==> src/rtl/neopixel_pkg.sv <==
// rtl/neopixel_pkg.sv - shared register map, control bits, FSM encoding and GRB slices
package neopixel_pkg;

  // Word offsets, i.e. PADDR[7:2]
  localparam logic [5:0] REG_CTRL       = 6'h00;
  localparam logic [5:0] REG_BRIGHT     = 6'h01;
  localparam logic [5:0] REG_ERR_CLR    = 6'h02;
  localparam logic [5:0] REG_PIXEL_BASE = 6'h10;

  // CTRL write bits
  localparam int CTRL_START     = 0;
  localparam int CTRL_CLEAR_ALL = 1;
  localparam int CTRL_DONE_CLR  = 2;
  localparam int CTRL_IRQ_EN    = 3;

  // CTRL read bits
  localparam int STAT_BUSY   = 0;
  localparam int STAT_DONE   = 1;
  localparam int STAT_ERR    = 2;
  localparam int STAT_IRQ_EN = 3;

  // GRB channel slices, shared with the bit serializer
  localparam int GRB_CH_W  = 8;
  localparam int GRB_G_LSB = 16;
  localparam int GRB_R_LSB = 8;
  localparam int GRB_B_LSB = 0;

  typedef enum logic [1:0] {
    ST_IDLE  = 2'd0,
    ST_LOAD  = 2'd1,
    ST_SEND  = 2'd2,
    ST_DRAIN = 2'd3
  } seq_state_t;

  // One channel times (bright+1), keeping the top byte of the 17-bit product
  function automatic logic [7:0] scale_ch(input logic [7:0] ch, input logic [7:0] bright);
    logic [16:0] prod;
    prod = {9'd0, ch} * ({9'd0, bright} + 17'd1);
    return 8'(prod >> 8);
  endfunction

endpackage

==> src/rtl/neopixel_frame_sequencer_if.sv <==
// rtl/neopixel_frame_sequencer_if.sv - APB register port plus pixel stream to the serializer
interface neopixel_frame_sequencer_if;
  logic        PSEL;
  logic        PENABLE;
  logic        PWRITE;
  logic [31:0] PADDR;
  logic [31:0] PWDATA;
  logic [31:0] PRDATA;
  logic        PREADY;
  logic        PSLVERR;
  logic [23:0] px_data;
  logic        px_valid;
  logic        px_last;
  logic        px_ready;
  logic        ser_done;
  logic        irq;

  modport slave (
    input  PSEL, PENABLE, PWRITE, PADDR, PWDATA, px_ready, ser_done,
    output PRDATA, PREADY, PSLVERR, px_data, px_valid, px_last, irq
  );

  modport master (
    output PSEL, PENABLE, PWRITE, PADDR, PWDATA, px_ready, ser_done,
    input  PRDATA, PREADY, PSLVERR, px_data, px_valid, px_last, irq
  );
endinterface

==> src/rtl/neopixel_scale.sv <==
// rtl/neopixel_scale.sv - combinational per-channel brightness scaler for one GRB word
module neopixel_scale (
  input  logic [23:0] pixel,
  input  logic [7:0]  bright,
  output logic [23:0] scaled
);
  import neopixel_pkg::*;

  assign scaled[GRB_G_LSB +: GRB_CH_W] = scale_ch(pixel[GRB_G_LSB +: GRB_CH_W], bright);
  assign scaled[GRB_R_LSB +: GRB_CH_W] = scale_ch(pixel[GRB_R_LSB +: GRB_CH_W], bright);
  assign scaled[GRB_B_LSB +: GRB_CH_W] = scale_ch(pixel[GRB_B_LSB +: GRB_CH_W], bright);
endmodule

==> src/rtl/neopixel_frame_sequencer.sv <==
// rtl/neopixel_frame_sequencer.sv - APB frame buffer streaming scaled pixels to the serializer
module neopixel_frame_sequencer #(
  parameter int NUM_PIXELS = 8,
  parameter int IDX_W      = 4
) (
  input  logic                        PCLK,
  input  logic                        PRESERN,
  neopixel_frame_sequencer_if.slave   bus
);
  import neopixel_pkg::*;

  // Buffer is padded to a power of two so any idx reads a defined (zero) entry
  localparam int               DEPTH     = 2 ** IDX_W;
  localparam logic [IDX_W-1:0] LAST_IDX  = IDX_W'(NUM_PIXELS - 1);
  localparam logic [6:0]       NUM_PIX_W = 7'(NUM_PIXELS);

  logic [23:0]      pixel_q [DEPTH];
  logic [7:0]       bright_q;
  logic [7:0]       bright_snap;
  logic             irq_en_q;
  logic             err_q;
  logic             done_q;
  seq_state_t       state_q;
  logic [IDX_W-1:0] idx_q;
  logic [IDX_W-1:0] scale_idx;
  logic [IDX_W-1:0] pix_idx;
  logic [23:0]      scale_in;
  logic [23:0]      scale_out;
  logic [5:0]       word;
  logic [5:0]       pix_off;
  logic             wr, ctrl_wr, bright_wr, errclr_wr, pix_hit, pix_wr;
  logic             busy, start_cmd;
  logic             unused_bits;

  assign word      = bus.PADDR[7:2];
  assign pix_off   = word - REG_PIXEL_BASE;
  assign pix_hit   = (word >= REG_PIXEL_BASE) && ({1'b0, pix_off} < NUM_PIX_W);
  assign pix_idx   = pix_off[IDX_W-1:0];
  assign wr        = bus.PSEL & bus.PENABLE & bus.PWRITE;
  assign ctrl_wr   = wr && (word == REG_CTRL);
  assign bright_wr = wr && (word == REG_BRIGHT);
  assign errclr_wr = wr && (word == REG_ERR_CLR);
  assign pix_wr    = wr && pix_hit;
  assign busy      = (state_q != ST_IDLE);
  // CLEAR_ALL takes priority over START in the same write
  assign start_cmd = ctrl_wr && bus.PWDATA[CTRL_START] && !bus.PWDATA[CTRL_CLEAR_ALL];

  assign bus.PREADY  = 1'b1;
  assign bus.PSLVERR = 1'b0;
  assign bus.irq     = done_q & irq_en_q;
  assign unused_bits = ^{bus.PADDR[31:8], bus.PADDR[1:0], bus.PWDATA[31:24]};

  // In SEND the scaler looks one pixel ahead so the next word is ready on the handshake edge
  assign scale_idx = (state_q == ST_SEND) ? idx_q + IDX_W'(1) : idx_q;
  assign scale_in  = pixel_q[scale_idx];

  neopixel_scale u_scale (
    .pixel  (scale_in),
    .bright (bright_snap),
    .scaled (scale_out)
  );

  // APB read mux; unmapped and write-only addresses read zero
  always_comb begin
    bus.PRDATA = '0;
    if (pix_hit) begin
      bus.PRDATA = {8'd0, pixel_q[pix_idx]};
    end else begin
      case (word)
        REG_CTRL: begin
          bus.PRDATA[STAT_BUSY]   = busy;
          bus.PRDATA[STAT_DONE]   = done_q;
          bus.PRDATA[STAT_ERR]    = err_q;
          bus.PRDATA[STAT_IRQ_EN] = irq_en_q;
        end
        REG_BRIGHT: bus.PRDATA[7:0] = bright_q;
        default: ;
      endcase
    end
  end

  // Register file: pixel buffer, brightness, IRQ enable and the busy-write error flag
  always_ff @(posedge PCLK) begin
    if (!PRESERN) begin
      for (int i = 0; i < DEPTH; i++) pixel_q[i] <= '0;
      bright_q <= 8'hFF;
      irq_en_q <= 1'b0;
      err_q    <= 1'b0;
    end else begin
      if (ctrl_wr)   irq_en_q <= bus.PWDATA[CTRL_IRQ_EN];
      if (bright_wr) bright_q <= bus.PWDATA[7:0];
      if (errclr_wr) err_q    <= 1'b0;
      if (busy) begin
        if ((ctrl_wr && (bus.PWDATA[CTRL_START] || bus.PWDATA[CTRL_CLEAR_ALL])) || pix_wr)
          err_q <= 1'b1;
      end else if (ctrl_wr && bus.PWDATA[CTRL_CLEAR_ALL]) begin
        for (int i = 0; i < DEPTH; i++) pixel_q[i] <= '0;
      end else if (pix_wr) begin
        pixel_q[pix_idx] <= bus.PWDATA[23:0];
      end
    end
  end

  // Frame FSM with registered stream outputs and the DONE flag
  always_ff @(posedge PCLK) begin
    if (!PRESERN) begin
      state_q      <= ST_IDLE;
      idx_q        <= '0;
      bright_snap  <= 8'hFF;
      done_q       <= 1'b0;
      bus.px_data  <= '0;
      bus.px_valid <= 1'b0;
      bus.px_last  <= 1'b0;
    end else begin
      // Placed first so a DONE set later in this block wins over the clear
      if (ctrl_wr && bus.PWDATA[CTRL_DONE_CLR]) done_q <= 1'b0;
      case (state_q)
        ST_IDLE: begin
          if (start_cmd) begin
            state_q     <= ST_LOAD;
            idx_q       <= '0;
            bright_snap <= bright_q;
            done_q      <= 1'b0;
          end
        end
        ST_LOAD: begin
          bus.px_data  <= scale_out;
          bus.px_valid <= 1'b1;
          bus.px_last  <= (idx_q == LAST_IDX);
          state_q      <= ST_SEND;
        end
        ST_SEND: begin
          if (bus.px_ready) begin
            if (bus.px_last) begin
              bus.px_valid <= 1'b0;
              state_q      <= ST_DRAIN;
            end else begin
              idx_q       <= idx_q + IDX_W'(1);
              bus.px_data <= scale_out;
              bus.px_last <= ((idx_q + IDX_W'(1)) == LAST_IDX);
            end
          end
        end
        ST_DRAIN: begin
          if (bus.ser_done) begin
            state_q <= ST_IDLE;
            done_q  <= 1'b1;
          end
        end
        default: state_q <= ST_IDLE;
      endcase
    end
  end
endmodule

==> src/flat_wrapper.sv <==
// flat-port wrapper written by rule: the top's interface ports become plain ports
module neopixel_frame_sequencer_flat import neopixel_pkg::*;
#(
  parameter int NUM_PIXELS = 8,
  parameter int IDX_W      = 4
)
  (PCLK, PRESERN, bus_PSEL, bus_PENABLE, bus_PWRITE, bus_PADDR, bus_PWDATA, bus_px_ready, bus_ser_done, bus_PRDATA, bus_PREADY, bus_PSLVERR, bus_px_data, bus_px_valid, bus_px_last, bus_irq);
  neopixel_frame_sequencer_if bus_i ();
  input  logic PCLK;
  input  logic PRESERN;
  input wire logic [$bits(bus_i.PSEL)-1:0] bus_PSEL;
  input wire logic [$bits(bus_i.PENABLE)-1:0] bus_PENABLE;
  input wire logic [$bits(bus_i.PWRITE)-1:0] bus_PWRITE;
  input wire logic [$bits(bus_i.PADDR)-1:0] bus_PADDR;
  input wire logic [$bits(bus_i.PWDATA)-1:0] bus_PWDATA;
  input wire logic [$bits(bus_i.px_ready)-1:0] bus_px_ready;
  input wire logic [$bits(bus_i.ser_done)-1:0] bus_ser_done;
  output wire logic [$bits(bus_i.PRDATA)-1:0] bus_PRDATA;
  output wire logic [$bits(bus_i.PREADY)-1:0] bus_PREADY;
  output wire logic [$bits(bus_i.PSLVERR)-1:0] bus_PSLVERR;
  output wire logic [$bits(bus_i.px_data)-1:0] bus_px_data;
  output wire logic [$bits(bus_i.px_valid)-1:0] bus_px_valid;
  output wire logic [$bits(bus_i.px_last)-1:0] bus_px_last;
  output wire logic [$bits(bus_i.irq)-1:0] bus_irq;
  assign bus_i.PSEL = bus_PSEL;
  assign bus_i.PENABLE = bus_PENABLE;
  assign bus_i.PWRITE = bus_PWRITE;
  assign bus_i.PADDR = bus_PADDR;
  assign bus_i.PWDATA = bus_PWDATA;
  assign bus_i.px_ready = bus_px_ready;
  assign bus_i.ser_done = bus_ser_done;
  assign bus_PRDATA = bus_i.PRDATA;
  assign bus_PREADY = bus_i.PREADY;
  assign bus_PSLVERR = bus_i.PSLVERR;
  assign bus_px_data = bus_i.px_data;
  assign bus_px_valid = bus_i.px_valid;
  assign bus_px_last = bus_i.px_last;
  assign bus_irq = bus_i.irq;
  neopixel_frame_sequencer #(.NUM_PIXELS(NUM_PIXELS), .IDX_W(IDX_W)) u_core (.PCLK(PCLK), .PRESERN(PRESERN), .bus(bus_i));
endmodule
==> config.mk <==
export PLATFORM = sky130hd
export DESIGN_NAME = neopixel_frame_sequencer_flat
export DESIGN_NICKNAME = d
export VERILOG_FILES = /design/src/rtl/neopixel_pkg.sv /design/src/rtl/neopixel_frame_sequencer_if.sv /design/src/rtl/neopixel_scale.sv /design/src/rtl/neopixel_frame_sequencer.sv /design/src/flat_wrapper.sv
export SDC_FILE = /design/constraint.sdc
export NUM_CORES = 1
export LEC_CHECK = 0
export CORE_UTILIZATION = 30
export CTS_BUF_LIST = sky130_fd_sc_hd__clkbuf_16
export DETAILED_ROUTE_END_ITERATION = 10
export GPL_ROUTABILITY_DRIVEN = 0
export PLACE_DENSITY = 0.44
export SYNTH_ARGS = -nofsm -noshare
export SYNTH_HDL_FRONTEND = slang
export SYNTH_SLANG_ARGS = --single-unit
==> constraint.sdc <==
create_clock -name PCLK -period 9.6 [get_ports PCLK]
set_input_delay 1.92 -clock PCLK [delete_from_list [all_inputs] [get_ports PCLK]]
set_output_delay 1.92 -clock PCLK [all_outputs]
set_load 0.01 [all_outputs]
==> results.toml, run 1 <==
[outcome]
status = "completed"

[die]
io_pins = 132
start_util = 0.3028
die_w_um = 303.4
die_y_um = 303.4
num_rows = 110
dieArea_um2 = 92060
core-area_um2 = 90010

[power_and_ir_drop]
powerDensity_nw_per_um2 = 144.9
ir_drop_mv = 0.1206
p_leak_nw = 12.49

[synthesis]
synth_warnings = 0
ys.flop_type = "edfxtp_1"
synth_top_area_share = 0.4231
ys_top_cells_by_area = "edfxtp_1, mux4_2, fa_1, and2_1, ha_1"
syn_area_um2 = 27260
synth-seq-area-share = 0.4605
async_flop_share = 0
synth_edf_count = 384
synth_seq_cells = 435
synth_cell_types = 68
synthCells = 2002
syn_avg_cell_area_um2 = 13.61
synth_top_area_cell = "edfxtp_1"

[finish]
area_delta_synth_final_pct = 17.13
nFillCells = 8870
layout-drive-gt1-share = 0.1586
postLayoutCoreUtil = 0.3547
fin_cells = 3487
layout_commonest_cell = "edfxtp_1"
fin_nets = 2563
mostFrequentLayoutCells = "edfxtp_1, and2_1, mux4_2"

[clock_network]
cts_sinks = 435
clock_latency_ns = 0.63
postCtsHoldBufs = 0
clock-root-buffer = "clkbuf_16"
ctsHtreeMaxLevel = 2
clkSlewWorstSetupHoldPaths_ns = 0.06
cts_setup_buffers = 0
cts_tree = "yes"
clockBufferDepth = 3
cts_buffers = 51
cts_resized = 0

[detailed_routing]
wirelength_um = 82500
wl_per_cell_um = 23.66
vias = 17151
antenna_left = 0
viasPerCell = 4.919
firstDrtPassIters = 5
drc = 0
detail_route.iter0.violations = 1162

[timing]
fin_crit_sh = 0.8595
slew_violations = 0
fin_skew_ns = 0.03128
relSlewSlack = 0.1618
setup_tns_ns = 0
hold_viol = 0
worstMarginPinSlew_ns = 1.251
min_period_ns = 8.252
grt_setup_unrepaired = "no"
setup_viol = 0
fmax_mhz = 121.2
hold_ws_ns = 0.4577

[grt]
grt_first_pass_wirelength_um = 120700
grt-ovfl-total = 0
grt_pass1_vias = 17982
track_usage = 0.1821
antenna_found_initial = 11
grt_max_degree = 62

[worst_setup_path]
cp_max_fo = 27
critPathLaunchType = "register"
cp-end-kind = "register"
arrival_ns = 8.75
crit_type = "register to register"
required_ns = 10.10

[placed_design]
place_hpwl_um = 52980
place_inst = 3391
io_buffer_count = 87

[flow_run]
drv_cap = 0

[min_path]
worstHoldPathType = "register to register"
-- power breakdown --
group,total [mW],internal [mW],switching [mW]
registers,2.23,2.18,0.0498
logic,0.522,0.224,0.298
clock network,1.88,1.05,0.828
total,4.63,3.45,1.18
-- per-layer routing --
metal	GRT usage	part of all wire	vias to the layer above
met1	0.2427	0.43	8961
met5	0	0.00055	-
met3	0.02442	0.052	88
met4	0.03714	0.017	6
met2	0.3164	0.50	463
li1	-	-	7633
-- critical path, cell delays in order, from the launching register on --
cell	delay (ns)
dfxtp_1	0.33
inv_1	0.11
ha_1	0.56
xor2_4	0.73
buf_12	0.35
buf_4	0.31
mux4_2	0.55
mux4_2	0.68
nor2b_1	0.23
fa_1	0.60
fa_1	0.45
fa_1	0.50
inv_1	0.05
fa_1	0.48
inv_1	0.04
ha_1	0.35
a21o_1	0.19
a21o_1	0.20
a21oi_1	0.20
nand3b_1	0.11
a211o_1	0.36
a41oi_2	0.31
xnor2_1	0.16
o21ai_1	0.07
and2_1	0.17
-- sequential cells by signal (all words and copies together) (netlist names) --
register,cells
u_core.bright_q,8
u_core.bright_snap,8
u_core.bus.px_data,24
u_core.bus.px_last,1
u_core.bus.px_valid,1
u_core.done_q,1
u_core.err_q,1
u_core.idx_q,4
u_core.irq_en_q,1
u_core.pixel_q,384
u_core.state_q,2
-- cells by family after synthesis --
kind of cell,Yosys count,synth area share
buffers and inverters,274,0.04053
other,2,0.0002755
DFF,435,0.4605
adders and majority gates,224,0.1359
and+or+nand+nor,637,0.1298
AOI/OAI and AO/OA,160,0.03911
muxes,230,0.1805
xor gates and xnor gates,40,0.01340
-- cell type report --
class	count	area (um^2)	area share
clock buffers	51	1276	0.03998
repair buffers	131	1240	0.03884
multi-input cells	1493	14470	0.4531
well taps	1176	1471	0.04609
diodes	3	7.507	0.0002352
inverters	156	585.6	0.01834
clock inverters	42	326.6	0.01023
flip-flops and latches	435	12550	0.3932
-- cells in the mapped netlist, types with 34 or more instances --
library cell / number
nand3_1: 42
nor2_1: 47
nor2b_1: 73
dfxtp_1: 51
edfxtp_1: 384
clkbuf_1: 74
ha_1: 104
inv_1: 156
mux4_2: 209
fa_1: 120
nand2_1: 115
a21oi_1: 34
and2_1: 291
-- through the flow --
| step | total power, mW | cell area [um^2] | worst slack, ns |
|---|---|---|---|
| after floorplan | 2.561 | 28010 | 2.406 |
| after global placement | 2.791 | 30310 | 1.323 |
| after detailed placement | 2.799 | 30310 | 1.287 |
| after CTS | 4.693 | 31920 | 1.244 |
| after global routing | 4.798 | 31920 | 0.8655 |
| final | 4.627 | 31920 | 1.348 |
-- path summary, 6_finish.rpt --
path | end | slack (ns) | depth (start not counted) | from
max | u_core.bus.px_data[13]$_SDFFE_PN0P_ | 1.35 | 24 | u_core.state_q[0]$_SDFFE_PN0P_
min | u_core.bus.px_data[6]$_SDFFE_PN0P_ | 0.46 | 2 | u_core.bus.px_data[6]$_SDFFE_PN0P_
max reg2reg | u_core.bus.px_data[13]$_SDFFE_PN0P_ | 1.35 | 24 | u_core.state_q[0]$_SDFFE_PN0P_
min reg2reg | u_core.bus.px_data[6]$_SDFFE_PN0P_ | 0.46 | 2 | u_core.bus.px_data[6]$_SDFFE_PN0P_
(Power assumes the default switching activity.)
==> inputs of run 2 (changes only) <==
Settings changed: GPL_ROUTABILITY_DRIVEN 0 to unset.
==> results of run 2 <==
The final DEF is identical to that of run 1; final timing and power are the same.
==> inputs of run 3 (changes only) <==
Settings changed: SKIP_LAST_GASP set to 1.
==> results of run 3 <==
The final DEF is identical to that of run 1; final timing and power are the same.
